File: src/rtl/run_seq_ctrl_if.sv
// run_seq_ctrl_if: command handshake between the command source and the run sequencer
interface run_seq_ctrl_if #(parameter int LEN_W = 8);
    logic             cmd_valid;
    logic             cmd_ready;
    logic [1:0]       cmd_op;
    logic [LEN_W-1:0] cmd_len;
    logic             cmd_rej;
    modport master (output cmd_valid, cmd_op, cmd_len, input cmd_ready, cmd_rej);
    modport slave (input cmd_valid, cmd_op, cmd_len, output cmd_ready, cmd_rej);
endinterface

File: src/rtl/run_seq_ctrl.sv
// run_seq_ctrl: IDLE/START/RUN/STOP sequencer with run counter and illegal-state recovery
module run_seq_ctrl #(
    parameter int LEN_W     = 8,
    parameter int START_CYC = 2,
    parameter int STOP_CYC  = 2
) (
    input  logic             clk,
    input  logic             rst,
    run_seq_ctrl_if.slave    cmd,
    output logic [2:0]       state,
    output logic             busy,
    output logic             dp_en,
    output logic             dp_start,
    output logic             dp_done,
    output logic [LEN_W-1:0] run_cnt,
    input  logic             dbg_force,
    input  logic [2:0]       dbg_state,
    input  logic             err_clr,
    output logic             illegal_err
);
    localparam logic [2:0] IDLE = 3'd0, START = 3'd1, RUN = 3'd2, STOP = 3'd3;
    localparam logic [1:0] OP_START = 2'b01, OP_STOP = 2'b10, OP_ABORT = 2'b11;
    localparam int TW = $clog2((START_CYC > STOP_CYC ? START_CYC : STOP_CYC) + 1);

    logic [2:0]       state_q, state_d;
    logic [TW-1:0]    timer_q, timer_d;
    logic [LEN_W-1:0] len_q, len_d, run_cnt_q, run_cnt_d;
    logic             done_q, done_d, rej_q, rej_d, err_q, err_d;
    logic             legal, accept;

    // case rather than a range compare so X/Z codes also fall into the illegal path
    always_comb begin
        case (state_q)
            IDLE, START, RUN, STOP: legal = 1'b1;
            default:                legal = 1'b0;
        endcase
    end

    assign cmd.cmd_ready = legal & (state_q == IDLE | state_q == RUN);
    assign accept        = cmd.cmd_valid & cmd.cmd_ready;
    assign busy          = legal & (state_q != IDLE);
    assign dp_en         = legal & (state_q == RUN);
    assign dp_start      = legal & (state_q == START) & (timer_q == '0);
    assign dp_done       = done_q;
    assign cmd.cmd_rej   = rej_q;
    assign state         = state_q;
    assign run_cnt       = run_cnt_q;
    assign illegal_err   = err_q;

    always_comb begin
        state_d   = state_q;
        timer_d   = timer_q;
        len_d     = len_q;
        run_cnt_d = run_cnt_q;
        done_d    = 1'b0;
        rej_d     = 1'b0;
        err_d     = err_q & ~err_clr;
        if (dbg_force) begin
            state_d = dbg_state;
            timer_d = '0;
        end else if (!legal) begin
            state_d   = IDLE;
            timer_d   = '0;
            run_cnt_d = '0;
            err_d     = 1'b1;
        end else if (state_q == IDLE) begin
            timer_d = '0;
            if (accept && cmd.cmd_op == OP_START) begin
                state_d = (cmd.cmd_len != '0) ? START : IDLE;
                len_d   = (cmd.cmd_len != '0) ? cmd.cmd_len : len_q;
                rej_d   = (cmd.cmd_len == '0);
            end
        end else if (state_q == START) begin
            state_d   = (timer_q == TW'(START_CYC - 1)) ? RUN : START;
            timer_d   = (state_d == RUN) ? '0 : timer_q + TW'(1);
            run_cnt_d = (state_d == RUN) ? '0 : run_cnt_q;
        end else if (state_q == RUN) begin
            // ABORT beats terminal count; STOP on the terminal cycle is one transition
            rej_d     = accept && cmd.cmd_op == OP_START;
            state_d   = (accept && cmd.cmd_op == OP_ABORT) ? IDLE :
                        (run_cnt_q == len_q - LEN_W'(1) || (accept && cmd.cmd_op == OP_STOP)) ? STOP : RUN;
            timer_d   = '0;
            run_cnt_d = (state_d == RUN) ? run_cnt_q + LEN_W'(1) : run_cnt_q;
        end else begin
            state_d = (timer_q == TW'(STOP_CYC - 1)) ? IDLE : STOP;
            done_d  = (state_d == IDLE);
            timer_d = done_d ? '0 : timer_q + TW'(1);
        end
    end

    always_ff @(posedge clk) begin
        if (rst) begin
            state_q   <= IDLE;
            timer_q   <= '0;
            len_q     <= '0;
            run_cnt_q <= '0;
            done_q    <= 1'b0;
            rej_q     <= 1'b0;
            err_q     <= 1'b0;
        end else begin
            state_q   <= state_d;
            timer_q   <= timer_d;
            len_q     <= len_d;
            run_cnt_q <= run_cnt_d;
            done_q    <= done_d;
            rej_q     <= rej_d;
            err_q     <= err_d;
        end
    end
endmodule

File: src/flat_wrapper.sv
// flat-port wrapper written by rule: the top's interface ports become plain ports
module run_seq_ctrl_flat 
#(
    parameter int LEN_W     = 8,
    parameter int START_CYC = 2,
    parameter int STOP_CYC  = 2
)
  (clk, rst, state, busy, dp_en, dp_start, dp_done, run_cnt, dbg_force, dbg_state, err_clr, illegal_err, cmd_cmd_valid, cmd_cmd_op, cmd_cmd_len, cmd_cmd_ready, cmd_cmd_rej);
  run_seq_ctrl_if #(.LEN_W(LEN_W)) cmd_i ();
  input  logic clk;
  input  logic rst;
  output logic [2:0] state;
  output logic busy;
  output logic dp_en;
  output logic dp_start;
  output logic dp_done;
  output logic [LEN_W-1:0] run_cnt;
  input  logic dbg_force;
  input  logic [2:0] dbg_state;
  input  logic err_clr;
  output logic illegal_err;
  input wire logic [$bits(cmd_i.cmd_valid)-1:0] cmd_cmd_valid;
  input wire logic [$bits(cmd_i.cmd_op)-1:0] cmd_cmd_op;
  input wire logic [$bits(cmd_i.cmd_len)-1:0] cmd_cmd_len;
  output wire logic [$bits(cmd_i.cmd_ready)-1:0] cmd_cmd_ready;
  output wire logic [$bits(cmd_i.cmd_rej)-1:0] cmd_cmd_rej;
  assign cmd_i.cmd_valid = cmd_cmd_valid;
  assign cmd_i.cmd_op = cmd_cmd_op;
  assign cmd_i.cmd_len = cmd_cmd_len;
  assign cmd_cmd_ready = cmd_i.cmd_ready;
  assign cmd_cmd_rej = cmd_i.cmd_rej;
  run_seq_ctrl #(.LEN_W(LEN_W), .START_CYC(START_CYC), .STOP_CYC(STOP_CYC)) u_core (.clk(clk), .rst(rst), .cmd(cmd_i), .state(state), .busy(busy), .dp_en(dp_en), .dp_start(dp_start), .dp_done(dp_done), .run_cnt(run_cnt), .dbg_force(dbg_force), .dbg_state(dbg_state), .err_clr(err_clr), .illegal_err(illegal_err));
endmodule
File: config.mk
export PLATFORM = sky130hd
export DESIGN_NAME = run_seq_ctrl_flat
export DESIGN_NICKNAME = d
export VERILOG_FILES = /design/src/rtl/run_seq_ctrl_if.sv /design/src/rtl/run_seq_ctrl.sv /design/src/flat_wrapper.sv
export SDC_FILE = /design/constraint.sdc
export NUM_CORES = 1
export LEC_CHECK = 0
export ABC_AREA = 1
export ABC_CLOCK_PERIOD_IN_PS = 2400
export CORE_MARGIN = 4
export CORE_UTILIZATION = 42
export DETAILED_ROUTE_END_ITERATION = 16
export MAX_ROUTING_LAYER = met4
export PLACE_DENSITY = 0.7
export RECOVER_POWER = 50
export SETUP_SLACK_MARGIN = 0.1
export SLEW_MARGIN = 0
export SYNTH_ARGS = -nofsm -noshare
export SYNTH_HDL_FRONTEND = slang
export SYNTH_SLANG_ARGS = --single-unit
File: constraint.sdc
create_clock -name clk -period 2.4 [get_ports clk]
set_input_delay 0.24 -clock clk [delete_from_list [all_inputs] [get_ports clk]]
set_output_delay 0.24 -clock clk [all_outputs]
set_load 0.005 [all_outputs]
# Yosys cells after proc, flatten, opt, wreduce, memory -nomap -nowiden

Cells that the tools add are included.

Register bits after elaboration: 24
Bits of input ports: 18
Output and inout port bits: 18
Word-level logic and storage cells: 80

Add/sub/neg operators: 3
Equality and inequality tests: 15
Mux-type cells: 28
Bitwise logic cells: 11
Reduce and logical (&&, ||, !) cells: 16

Operators with widths:

| kind                                             | count |
|---|---|
| 2-to-1 mux 8 bit                                 | 6 |
| 2-to-1 mux 3 bit                                 | 7 |
| == test 3 x 2 -> 1 bit, second input constant    | 4 |
| 2-to-1 mux 2 bit                                 | 6 |
| AND reduction 5 bit                              | 2 |
| 2-to-1 mux 1 bit                                 | 9 |
| inequality test 3 bit, second input constant     | 3 |
| adder 8 x 1 -> 8 bit, second input constant      | 1 |
| == test 8 bit                                    | 1 |
| zero test 8 bit                                  | 1 |
| nonzero test 8 bit                               | 1 |
| OR reduction 4 bit                               | 2 |
| subtractor 8 x 1 -> 8 bit, second input constant | 1 |
| AND 1 bit                                        | 7 |
| zero test 3 bit                                  | 2 |
| OR reduction 6 bit                               | 1 |
| == test 2 x 1 -> 1 bit, second input constant    | 2 |
| == test 2 bit, second input constant             | 2 |
| inequality test 4 bit, second input constant     | 1 |
| == test 3 x 1 -> 1 bit, second input constant    | 1 |
| logical AND 1 bit                                | 3 |
| inverter 1 bit                                   | 3 |
| nonzero test 3 bit                               | 1 |
| OR reduction 3 bit                               | 1 |
| other kinds (5)                                  | 5 |

# Longest topological paths before layout

Word-level depth: 15
Depth in mapped cells: 16
Depth with buffers taken out: 16

# Worst setup path after synthesis

OpenSTA, ideal clock, no wires.

Path kind: register -> register
Start: register u_core.len_q[0]
End: register u_core.run_cnt_q[1] (netlist: u_core.run_cnt[1])
Setup time: 0.118 ns
Arrival: 1.578 ns
Slack: 0.704 ns
Cell stages (with the launch flop): 16
Path buffers: 0
Clock period less this slack: 1.696 ns
Cells stage by stage: dfxtp_1 > inv_1 > ha_1 > inv_1 > nand2_1 > nand2_1 > nor2_1 > nand3_1 > nor2_1 > nand2_1 > nor2_1 > nand2_1 > nand3_4 > nand2_4 > o21ai_1 > nor2_1

Longest elaborated chain between the ends: 8

Ends and longest elaborated chain:

| item                            | RTL line            | source |
|---|---|---|
| from (decl)                     | run_seq_ctrl.sv:27  | `logic [LEN_W-1:0] len_q, len_d, run_cnt_q, run_cnt_d;` |
| from (signal assigned)          | run_seq_ctrl.sv:103 | `len_q <= len_d;` |
| subtractor 8 x 1 -> 8 bit       | run_seq_ctrl.sv:81  | `(run_cnt_q == len_q - LEN_W'(1) \|\| (accept && cmd.cmd_op == OP_STOP)) ? STOP : RUN;` |
| == test 8 bit                   | run_seq_ctrl.sv:81  |  |
| logical OR 1 bit                | run_seq_ctrl.sv:81  |  |
| 2-to-1 mux 1 bit                | run_seq_ctrl.sv:81  |  |
| 2-to-1 mux 3 bit                | run_seq_ctrl.sv:80  | `state_d = (accept && cmd.cmd_op == OP_ABORT) ? IDLE :` |
| == test 3 x 2 -> 1 bit          | run_seq_ctrl.sv:83  | `run_cnt_d = (state_d == RUN) ? run_cnt_q + LEN_W'(1) : run_cnt_q;` |
| inequality test 3 bit (no line) | -                   |  |
| AND reduction 5 bit (no line)   | -                   |  |
| to (signal assigned)            | run_seq_ctrl.sv:104 | `run_cnt_q <= run_cnt_d;` |
| to (decl)                       | run_seq_ctrl.sv:27  |  |

No other way between the ends.
A chain may end at the register's enable or synchronous reset.

# Final worst setup path

Start: register u_core.state_q[0] (netlist: u_core.state[0])
End: output dp_start

Longest elaborated chain between the ends: 5
Elaborated cells on any way between the ends: 8

Ends and longest elaborated chain:

| item                                                 | RTL line            | source |
|---|---|---|
| from (decl)                                          | run_seq_ctrl.sv:25  | `logic [2:0] state_q, state_d;` |
| from (signal assigned)                               | run_seq_ctrl.sv:101 | `state_q <= state_d;` |
| == test 3 x 2 -> 1 bit, or another cell as far along | run_seq_ctrl.sv:33  | `case (state_q)` |
| OR reduction 4 bit                                   | run_seq_ctrl.sv:33  |  |
| 2-to-1 mux 1 bit                                     | run_seq_ctrl.sv:33  |  |
| AND 1 bit * (2 in a row)                             | run_seq_ctrl.sv:43  | `assign dp_start = legal & (state_q == START) & (timer_q == '0);` |
| to (decl)                                            | flat_wrapper.sv:15  | `output logic dp_start;` |

Mark *: on every way between the ends. The rest lies on a longest branch, timed or not.

==> metrics.txt <==
wire per inst around 12 um; htree depth 1; Required @ worst endpoint 2.16 ns; final hold vios 0; Synth cell types 30; initial core utilization a little under half; via count 1,587; final period utilization 90.7%; initial antenna violation count 0; status finished, final reports clean; number of synthesized register bits 24; ANT nets after route 0; fraction of layout cells with a size suffix above 1 7.91%; Ys Warns 0; dpl hpwl between 2000 and 3000 um; DRT Pass-1 Iters 4; RSZ-0062 raised after global routing no; # fillers 371; Iter 0 DRT Violations 111; clk sinks 24; Die ar. roughly 0.0048 mm^2; clock-pin slew on the worst setup and hold paths ~0.080 ns; Port Buf Inserts 35; setup tns final 0 ns; Syn Nets 262; Residual DRC 0; multi-input logic area 916 um^2; I/O pin count 36; Synth Flop Type dfxtp_1; largest net degree at the start of global routing 16; Tmin final 2.18 ns; HP Class reg2reg; Rel. slew slack 59.4%; CP Capture Type output port; Worst Max-Slew Pin Slew 0.608 ns; crit-path cells inv_1, nor3_4, inv_1, nor3_1, clkdlybuf4s50_1; gr ovfl total 0; maximum VDD drop approximately 0.00029 V; Core Area 0.00347 mm^2; crit start category register; Crit Path Max Fanout 4; final worst slack around 0.22 ns; FF+latch area 480 um^2; Final GP Congestion 0.877; Avg Cell Area, Syn 6.51 um^2; leakage 0.889 nW; Critical Path Start u_core.state[0]; CTS Buf Count 3; EDFF count, synth 0; Post-Place Setup Slack 0.399 ns; vias per cell 4.90; hold path startpoint u_core.illegal_err; DRT Wirelength 3780 um; CTS tree built; critical path type reg2out; sequential area share after synthesis just over 30%; first-pass GRT wire length 6560 um; most frequent CP cell inv_1; Site Rows 21; Final nets 300; Setup violations, final 0; CP peak stage delay 0.53 ns; Die X 69.3 um; Power per Cell Area 449 mW/mm^2; max-cap violations 0; fmax 460 MHz; Post-synth ARST share 0%; number of global-route vias before repair 1,455; clk root buf clkbuf_8; max-slew violations 0; CP top delay family buffers and inverters; area grow syn2layout 27.9%; Worst R2R Start u_core.state[2]; Mapped Area 0.00158 mm^2; ant diodes 0; worst-case clock buffer depth 2; worst path bufs/invs 3; clk_skew 0.00602 ns; All-Layer GR Usage 16.7%; worst-skew pair later-pin latency 0.27 ns; Worst path slowest cell clkdlybuf4s50_1; Worst EP arrival 1.94 ns; Chip Height 69.3 um; Gate Count Post-Synth 242
## area by class of cell
class                   instances  share of cell area, %
inverters                      40                   7.70
repair buffers                 37                   18.1
multi-input cells             174                   45.4
clock buffers                   3                   2.05
well taps                      46                   2.86
flip-flops and latches         24                   23.8
## flip-flops by register name (all words and copies together) (netlist names)
| name | flops |
|---|---|
| u_core.cmd.cmd_rej | 1 |
| u_core.dp_done | 1 |
| u_core.illegal_err | 1 |
| u_core.len_q | 8 |
| u_core.run_cnt | 8 |
| u_core.state | 3 |
| u_core.timer_q | 2 |
## final timing paths
check,end,slack [ns],depth (start not counted)
max reg2reg,u_core.len_q[0],0.49,10
min,u_core.illegal_err,0.46,2
max,dp_start,0.22,5
min reg2reg,u_core.illegal_err,0.46,2
## cell families after synthesis
kind of cell | count (synthesis) | synth area share (%)
xor gates and xnor gates | 5 | 2.78
adders and majority gates | 2 | 1.59
and+or+nand+nor | 135 | 41.4
buffers and inverters | 44 | 11.4
DFF | 24 | 30.5
AOI/OAI and AO/OA | 32 | 12.4
## metrics by stage
| step | util, % | std cells | instance area [um^2] | hold slack [ns] | total power, mW |
|---|---|---|---|---|---|
| detailed placement | 56.7 | 320 | 1970 | 0.457 | 0.672 |
| global placement | 56.7 | 320 | 1970 | 0.453 | 0.672 |
| floorplan | - | 242 | 1580 | 0.354 | 0.581 |
| global route | 58.1 | 324 | 2020 | 0.508 | 0.962 |
| CTS | 57.9 | 323 | 2010 | 0.472 | 0.914 |
| finish | 58.1 | 324 | 2020 | 0.463 | 0.904 |
## power by group
group / internal [mW] / switching (mW) / total (mW) / leakage (nW)
logic: 0.105 / 0.121 / 0.226 / 0.673
registers: 0.412 / 0.0226 / 0.435 / 0.195
clock network: 0.112 / 0.131 / 0.244 / 0.0216
total: 0.629 / 0.275 / 0.904 / 0.889
## worst min-delay path, cell delays in order, from the launching register on
cell,delay (ns)
dfxtp_1,0.31
nand2_1,0.06
a21oi_1,0.05
## per-layer routing
metal / up-vias / track usage, % / routed length (um)
li1: 846 / - / -
met1: 689 / 22.7 / 1910
met2: 50 / 25.1 / 1630
met3: 2 / 3.62 / 223
met4: 0 / 4.12 / 23
met5: - / - / 0
## placed cells by master, fill, tap and decap left out
cell	instances
nand2_1	58
inv_1	36
nor2_1	34
dfxtp_1	24
clkdlybuf4s50_1	20
nand3_1	18
a21oi_1	15
dlygate4sd3_1	15
o21ai_0	9
nor3_1	7
nor4_1	5
a21oi_2	4
xnor2_1	3
nand4_1	3
clkbuf_8	3
nor2_8	2
inv_2	2
inv_4	2
nand2_4	2
xor2_1	2
a22oi_1	2
ha_1	2
buf_4	2
nor3_4	1
nor2_4	1
nand3b_1	1
a211oi_4	1
nand3_4	1
nor3_2	1
and2_0	1
o21ai_1	1
## repair_timing
action	CTS	global route
setup endpoints to repair	0	1
buffers inserted	0	1
resized for setup	0	1
hold buffers	0	0
## Yosys cell counts (2+ instances only)
cell type,count,area share (%)
xnor2_1,3,1.7
nand3_1,18,5.7
nor4_1,5,2.0
a21oi_2,4,2.2
inv_2,2,0.48
ha_1,2,1.6
nand4_1,3,1.2
o21ai_0,9,2.9
nand2_4,2,1.4
a21oi_1,15,4.8
buf_2,2,0.63
a22oi_1,2,0.95
nand2_1,58,14
nor2_8,2,2.5
inv_4,2,0.79
xor2_1,2,1.1
nor2_1,34,8.1
dfxtp_1,24,30
nor3_1,7,2.2
inv_1,36,8.6
No activity file was read; power rests on OpenSTA's default activity.
